<file path="config.mk">
export PLATFORM = sky130hd
export DESIGN_NAME = scoreboard
export DESIGN_NICKNAME = d
export VERILOG_FILES = /design/src/rtl/scoreboard_pkg.sv /design/src/rtl/sb_entry.sv /design/src/rtl/scoreboard.sv
export SDC_FILE = /design/constraint.sdc
export NUM_CORES = 1
export LEC_CHECK = 0
export ABC_AREA = 1
export CAP_MARGIN = 20
export CELL_PAD_IN_SITES_DETAIL_PLACEMENT = 0
export CELL_PAD_IN_SITES_GLOBAL_PLACEMENT = 1
export CORE_ASPECT_RATIO = 0.5
export CORE_MARGIN = 1.5
export CORE_UTILIZATION = 39
export DETAILED_ROUTE_END_ITERATION = 8
export HOLD_SLACK_MARGIN = 0.12
export PLACE_DENSITY = 0.75
export SKIP_CTS_REPAIR_TIMING = 1
export SLEW_MARGIN = 30
export SYNTH_ARGS = -nofsm -noshare
export SYNTH_HDL_FRONTEND = slang
export SYNTH_SLANG_ARGS = --single-unit
</file>
<file path="constraint.sdc">
create_clock -name clock -period 4.8 [get_ports clock]
set_clock_uncertainty 0.05 [all_clocks]
set_input_delay 0.72 -clock clock [delete_from_list [all_inputs] [get_ports clock]]
set_output_delay 0.72 -clock clock [all_outputs]
set_load 0.005 [all_outputs]
</file>
<file path="src/rtl/scoreboard_pkg.sv">
// Shared constants and types for the decode-stage register-hazard scoreboard.
package scoreboard_pkg;
   localparam int NREG_DEF  = 32;
   localparam int NRS_DEF   = 2;
   localparam int NWB_DEF   = 2;
   localparam int CNT_W_DEF = 2;
   localparam int REG_W     = $clog2(NREG_DEF);

   typedef logic [CNT_W_DEF-1:0] cnt_t;
endpackage

</file>
<file path="src/rtl/sb_entry.sv">
// Pending-write counter for one architectural register, with a saturating
// floor at zero and an underflow pulse when a writeback finds nothing pending.
module sb_entry #(
   parameter int CNT_W = 2,
   parameter int DEC_W = 2
) (
   input  logic             clock,
   input  logic             reset,
   input  logic             flush,
   input  logic             inc,
   input  logic [DEC_W-1:0] dec,
   output logic [CNT_W-1:0] cnt_o,
   output logic             underflow_o
);
   localparam int SUM_W = ((CNT_W > DEC_W) ? CNT_W : DEC_W) + 1;

   logic [SUM_W-1:0] sum;
   logic [SUM_W-1:0] dec_x;
   logic [SUM_W-1:0] next;

   always_comb begin
      sum         = SUM_W'(cnt_o) + SUM_W'(inc);
      dec_x       = SUM_W'(dec);
      next        = sum - dec_x;
      underflow_o = 1'b0;
      if (dec_x > sum) begin
         next        = '0;
         underflow_o = ~flush;  // writebacks in a flush cycle are ignored
      end
   end

   always_ff @(posedge clock) begin
      if (reset)
         cnt_o <= '0;
      else if (flush)
         cnt_o <= '0;
      else
         cnt_o <= CNT_W'(next);
   end
endmodule

</file>
<file path="src/rtl/scoreboard.sv">
// Register-hazard scoreboard: per-register pending-write counters gate issue
// on RAW hazards and counter overflow, with optional same-cycle writeback bypass.
module scoreboard
   import scoreboard_pkg::*;
#(
   parameter int NREG      = NREG_DEF,
   parameter int NRS       = NRS_DEF,
   parameter int NWB       = NWB_DEF,
   parameter int CNT_W     = CNT_W_DEF,
   parameter int WB_BYPASS = 1
) (
   input  logic                          clock,
   input  logic                          reset,
   input  logic                          iss_valid_i,
   output logic                          iss_ready_o,
   input  logic                          down_ready_i,
   input  logic [NRS*$clog2(NREG)-1:0]   rs_i,
   input  logic [NRS-1:0]                rs_used_i,
   input  logic [$clog2(NREG)-1:0]       rd_i,
   input  logic                          wen_i,
   input  logic [NWB-1:0]                wb_valid_i,
   input  logic [NWB*$clog2(NREG)-1:0]   wb_rd_i,
   input  logic                          flush_i,
   output logic [NREG-1:0]               busy_o,
   output logic                          idle_o,
   output logic                          err_o
);
   localparam int IDX_W = $clog2(NREG);
   localparam int DEC_W = $clog2(NWB + 1);
   localparam logic [CNT_W-1:0] CNT_MAX = '1;

   logic [CNT_W-1:0] cnt [NREG];
   logic [DEC_W-1:0] dec [NREG];
   logic [NREG-1:0]  uf;
   logic             hazard;
   logic             full;
   logic             fire;

   // Number of writeback ports retiring each register this cycle.
   always_comb begin
      for (int r = 0; r < NREG; r++) begin
         dec[r] = '0;
         for (int j = 0; j < NWB; j++)
            if (wb_valid_i[j] && (wb_rd_i[j*IDX_W +: IDX_W] == IDX_W'(r)))
               dec[r] = dec[r] + DEC_W'(1);
      end
   end

   always_comb begin
      logic [IDX_W-1:0] src;
      hazard = 1'b0;
      src    = '0;
      for (int k = 0; k < NRS; k++) begin
         src = rs_i[k*IDX_W +: IDX_W];
         if (rs_used_i[k] && (src != '0)) begin
            if (WB_BYPASS != 0) begin
               if (int'(cnt[src]) > int'(dec[src]))
                  hazard = 1'b1;
            end else if (cnt[src] != '0) begin
               hazard = 1'b1;
            end
         end
      end
   end

   assign full        = wen_i && (rd_i != '0) && (cnt[rd_i] == CNT_MAX);
   assign iss_ready_o = down_ready_i & ~hazard & ~full & ~flush_i;
   assign fire        = iss_valid_i & iss_ready_o;

   assign cnt[0] = '0;
   assign uf[0]  = 1'b0;

   generate
      for (genvar r = 1; r < NREG; r++) begin : g_entry
         sb_entry #(
            .CNT_W (CNT_W),
            .DEC_W (DEC_W)
         ) u_entry (
            .clock       (clock),
            .reset       (reset),
            .flush       (flush_i),
            .inc         (fire && wen_i && (rd_i == IDX_W'(r))),
            .dec         (dec[r]),
            .cnt_o       (cnt[r]),
            .underflow_o (uf[r])
         );
      end
      for (genvar r = 0; r < NREG; r++) begin : g_busy
         assign busy_o[r] = (cnt[r] != '0);
      end
   endgenerate

   assign idle_o = ~|busy_o;

   always_ff @(posedge clock) begin
      if (reset)
         err_o <= 1'b0;
      else if (|uf)
         err_o <= 1'b1;
   end
endmodule

</file>
==> metrics.csv <==
metric,value,unit
FP Rows,40,
first-pass GRT wire length,70440,microns
Setup Total Neg Slack,-1954,ps
die area,25270,sq um
IO Port Bufs,68,
Final HPWL DP,39900,microns
post-synthesis cell type count,36,
vias in the first global route,11020,
"Slew Viols, Final",0,
Synth Net Count,1744,
WL final,50670,microns
"Top FF cell, synth",dfxtp_1,
WP data required,5010,ps
Worst setup SP type,primary input,
Clock power frac,0.351,
worst min-delay path category,reg -> reg,
Static Leakage,6.887,nW
Final Worst Setup Slack,-548.1,ps
Synth Area per Inst,6.235,sq um
Longest Clk Path Bufs,2,
DRC errors left,0,
CP Data Arrival Time,5560,ps
max cap viols,0,
Syn-to-layout area delta,59.15,%
pre-CTS setup slack,-1768,ps
final setup fails,22,
count of final hold-check violations,0,
Synth async-reset ratio,0,
Slew HR,0.3678,
synth warn,0,
Finished Core Util,0.6297,
met2 wire len,19560,microns
Max IR drop VDD,0.1479,mV
Crit Path Max Fanout,8,
Die Y,113.2,microns
# clock sinks,63,
routability-driven placement congestion ratio,1.037,
"Reg clk slew, reported paths",70,ps
clk_lat worst skew,370,ps
sequential fraction of the synthesis area,0.1332,
largest net degree at the start of global routing,32,
Avg WL per Cell,23.05,microns
n_diodes,0,
metal3 WL,6371,microns
gr ovfl total,0,
switching part of the total power,0.3833,
FMAX,187.0,MHz
overall power,1.959,mW
dpl cells,2141,
Post-synth EDFFs,0,
fin nets,2104,
router iterations before antenna repair,6,
post-route clock period utilization,1.114,
cell at the root of the clock tree,clkbuf_16,
Die W,223.3,microns
DP Area,12690,sq um
Crit Path Category,in -> reg,
CP endpoint kind,flop,
P_sw,750.8,uW
total number of vias,12400,
maximum level of the CTS H-tree,3,
Yosys reg bits,63,
DRT met1 WL,23520,microns
Worst Hold Slack,460.1,ps
antenna violations before repair,0,
Post-Synthesis Cells,1518,
share of layout cells above drive strength 1,0.3749,
largest stage delay on the critical path,330,ps
actual slew at the worst max-slew pin,947.2,ps
Pwr Density,130.0,nW/um^2
Final Non-Filler Cells,2198,
combinational fraction of design power,0.375,
"Slowest-stage cell, CP",ha_1,
CTS tree,done,
Via density,5.640,
all-layer global routing usage,0.3836,
crit path time final,5348,ps
Syn Std Cell Area,9465,sq um
Post-DRT Antenna Nets,0,
fillers,2201,
Core ar.,23920,sq um
failing checks,negative setup slack,
Initial Utilization,0.3957,
Reg power frac,0.274,
I/O pin count,70,
Max Used Layer,met4,
Starting DRT DRC Count,1582,
RSZ-0062 raised after global routing,true,
final instance area,15060,sq um
Num CTS Buffers,9,
Internal,1.208,mW
status,finished with violations,
## power groups by stage
| stage | combinational [mW] | clock, mW | sequential [mW] |
|---|---|---|---|
| floorplan | 0.277 | 0 | 0.546 |
| global placement | 0.583 | 0 | 0.548 |
| detailed placement | 0.587 | 0 | 0.548 |
| CTS | 0.590 | 0.681 | 0.536 |
| global route | 0.769 | 0.709 | 0.537 |
| finish | 0.734 | 0.688 | 0.537 |
## area by class of cell
cell class / instances / area, sq um / area share
Timing Repair Buffer: 417 / 3680 / 0.2443
Inverter: 226 / 885.9 / 0.05880
Clock buffer: 12 / 256.5 / 0.01703
Sequential cell: 63 / 1261 / 0.08372
Multi-Input combinational cell: 1161 / 8557 / 0.5680
Tap cell: 315 / 394.1 / 0.02616
Clock inverter: 4 / 30.03 / 0.001993
## cells by family after synthesis
logic type	synth area share
flip-flops	0.1332
buffers and inverters	0.1241
adder cells (fa/ha/maj)	0.2525
AO/OA/AOI/OAI	0.1828
XOR/XNOR	0.02868
AND/OR/NAND/NOR	0.2783
other	0.0003962
## registers in the layout, summed over array words and instances, names as in the netlist
signal / count
err_o: 1
g_entry.u_entry.cnt_o: 62
## per-layer routing
metal | up-vias | global-route usage
met4 | 0 | 0.08378
met3 | 86 | 0.1259
li1 | 5712 | -
met2 | 704 | 0.5242
met1 | 5895 | 0.5699
met5 | - | 0
## placed cells by master (no fill, tap or decap), types with 52 or more instances in the layout
cell,synthesis,final
buf_4,3,305
nand2_1,263,224
inv_1,218,177
nor2_1,203,138
ha_1,191,126
a21oi_1,123,100
nand3_1,97,89
o21ai_0,137,76
dfxtp_1,63,63
clkdlybuf4s50_1,0,52
## cell usage after synthesis, drive strengths merged, types with 7 or more instances
cell | n | area (sq um)
a21oi | 123 | 615.6
buf | 25 | 165.2
clkbuf | 43 | 161.4
dfxtp | 63 | 1261
ha | 191 | 2390
inv | 222 | 833.3
nand2 | 263 | 987.2
nand3 | 98 | 495.5
nand4 | 9 | 56.30
nor2 | 235 | 972.2
nor4 | 7 | 43.79
o211ai | 13 | 97.59
o21ai | 138 | 690.7
o221ai | 20 | 175.2
or2 | 9 | 56.30
xor2 | 31 | 271.5
## final timing paths
kind | start | endpoint | slack (ps) | depth (start not counted)
max | wb_rd_i[4] | err_o$_SDFFE_PP0P_ | -550 | 36
min | err_o$_SDFFE_PP0P_ | err_o$_SDFFE_PP0P_ | 460 | 2
max reg2reg | g_entry[18].u_entry.cnt_o[1]$_SDFF_PP0_ | err_o$_SDFFE_PP0P_ | -100 | 31
min reg2reg | err_o$_SDFFE_PP0P_ | err_o$_SDFFE_PP0P_ | 460 | 2
## worst max-delay path, delay by kind of cell
family | cells | cell delay, ps
buf+inv | 10 | 1020
simple gates | 15 | 1840
compound gates | 6 | 880
fa+ha+maj | 5 | 1120
No activity file was read; power rests on OpenSTA's default activity.
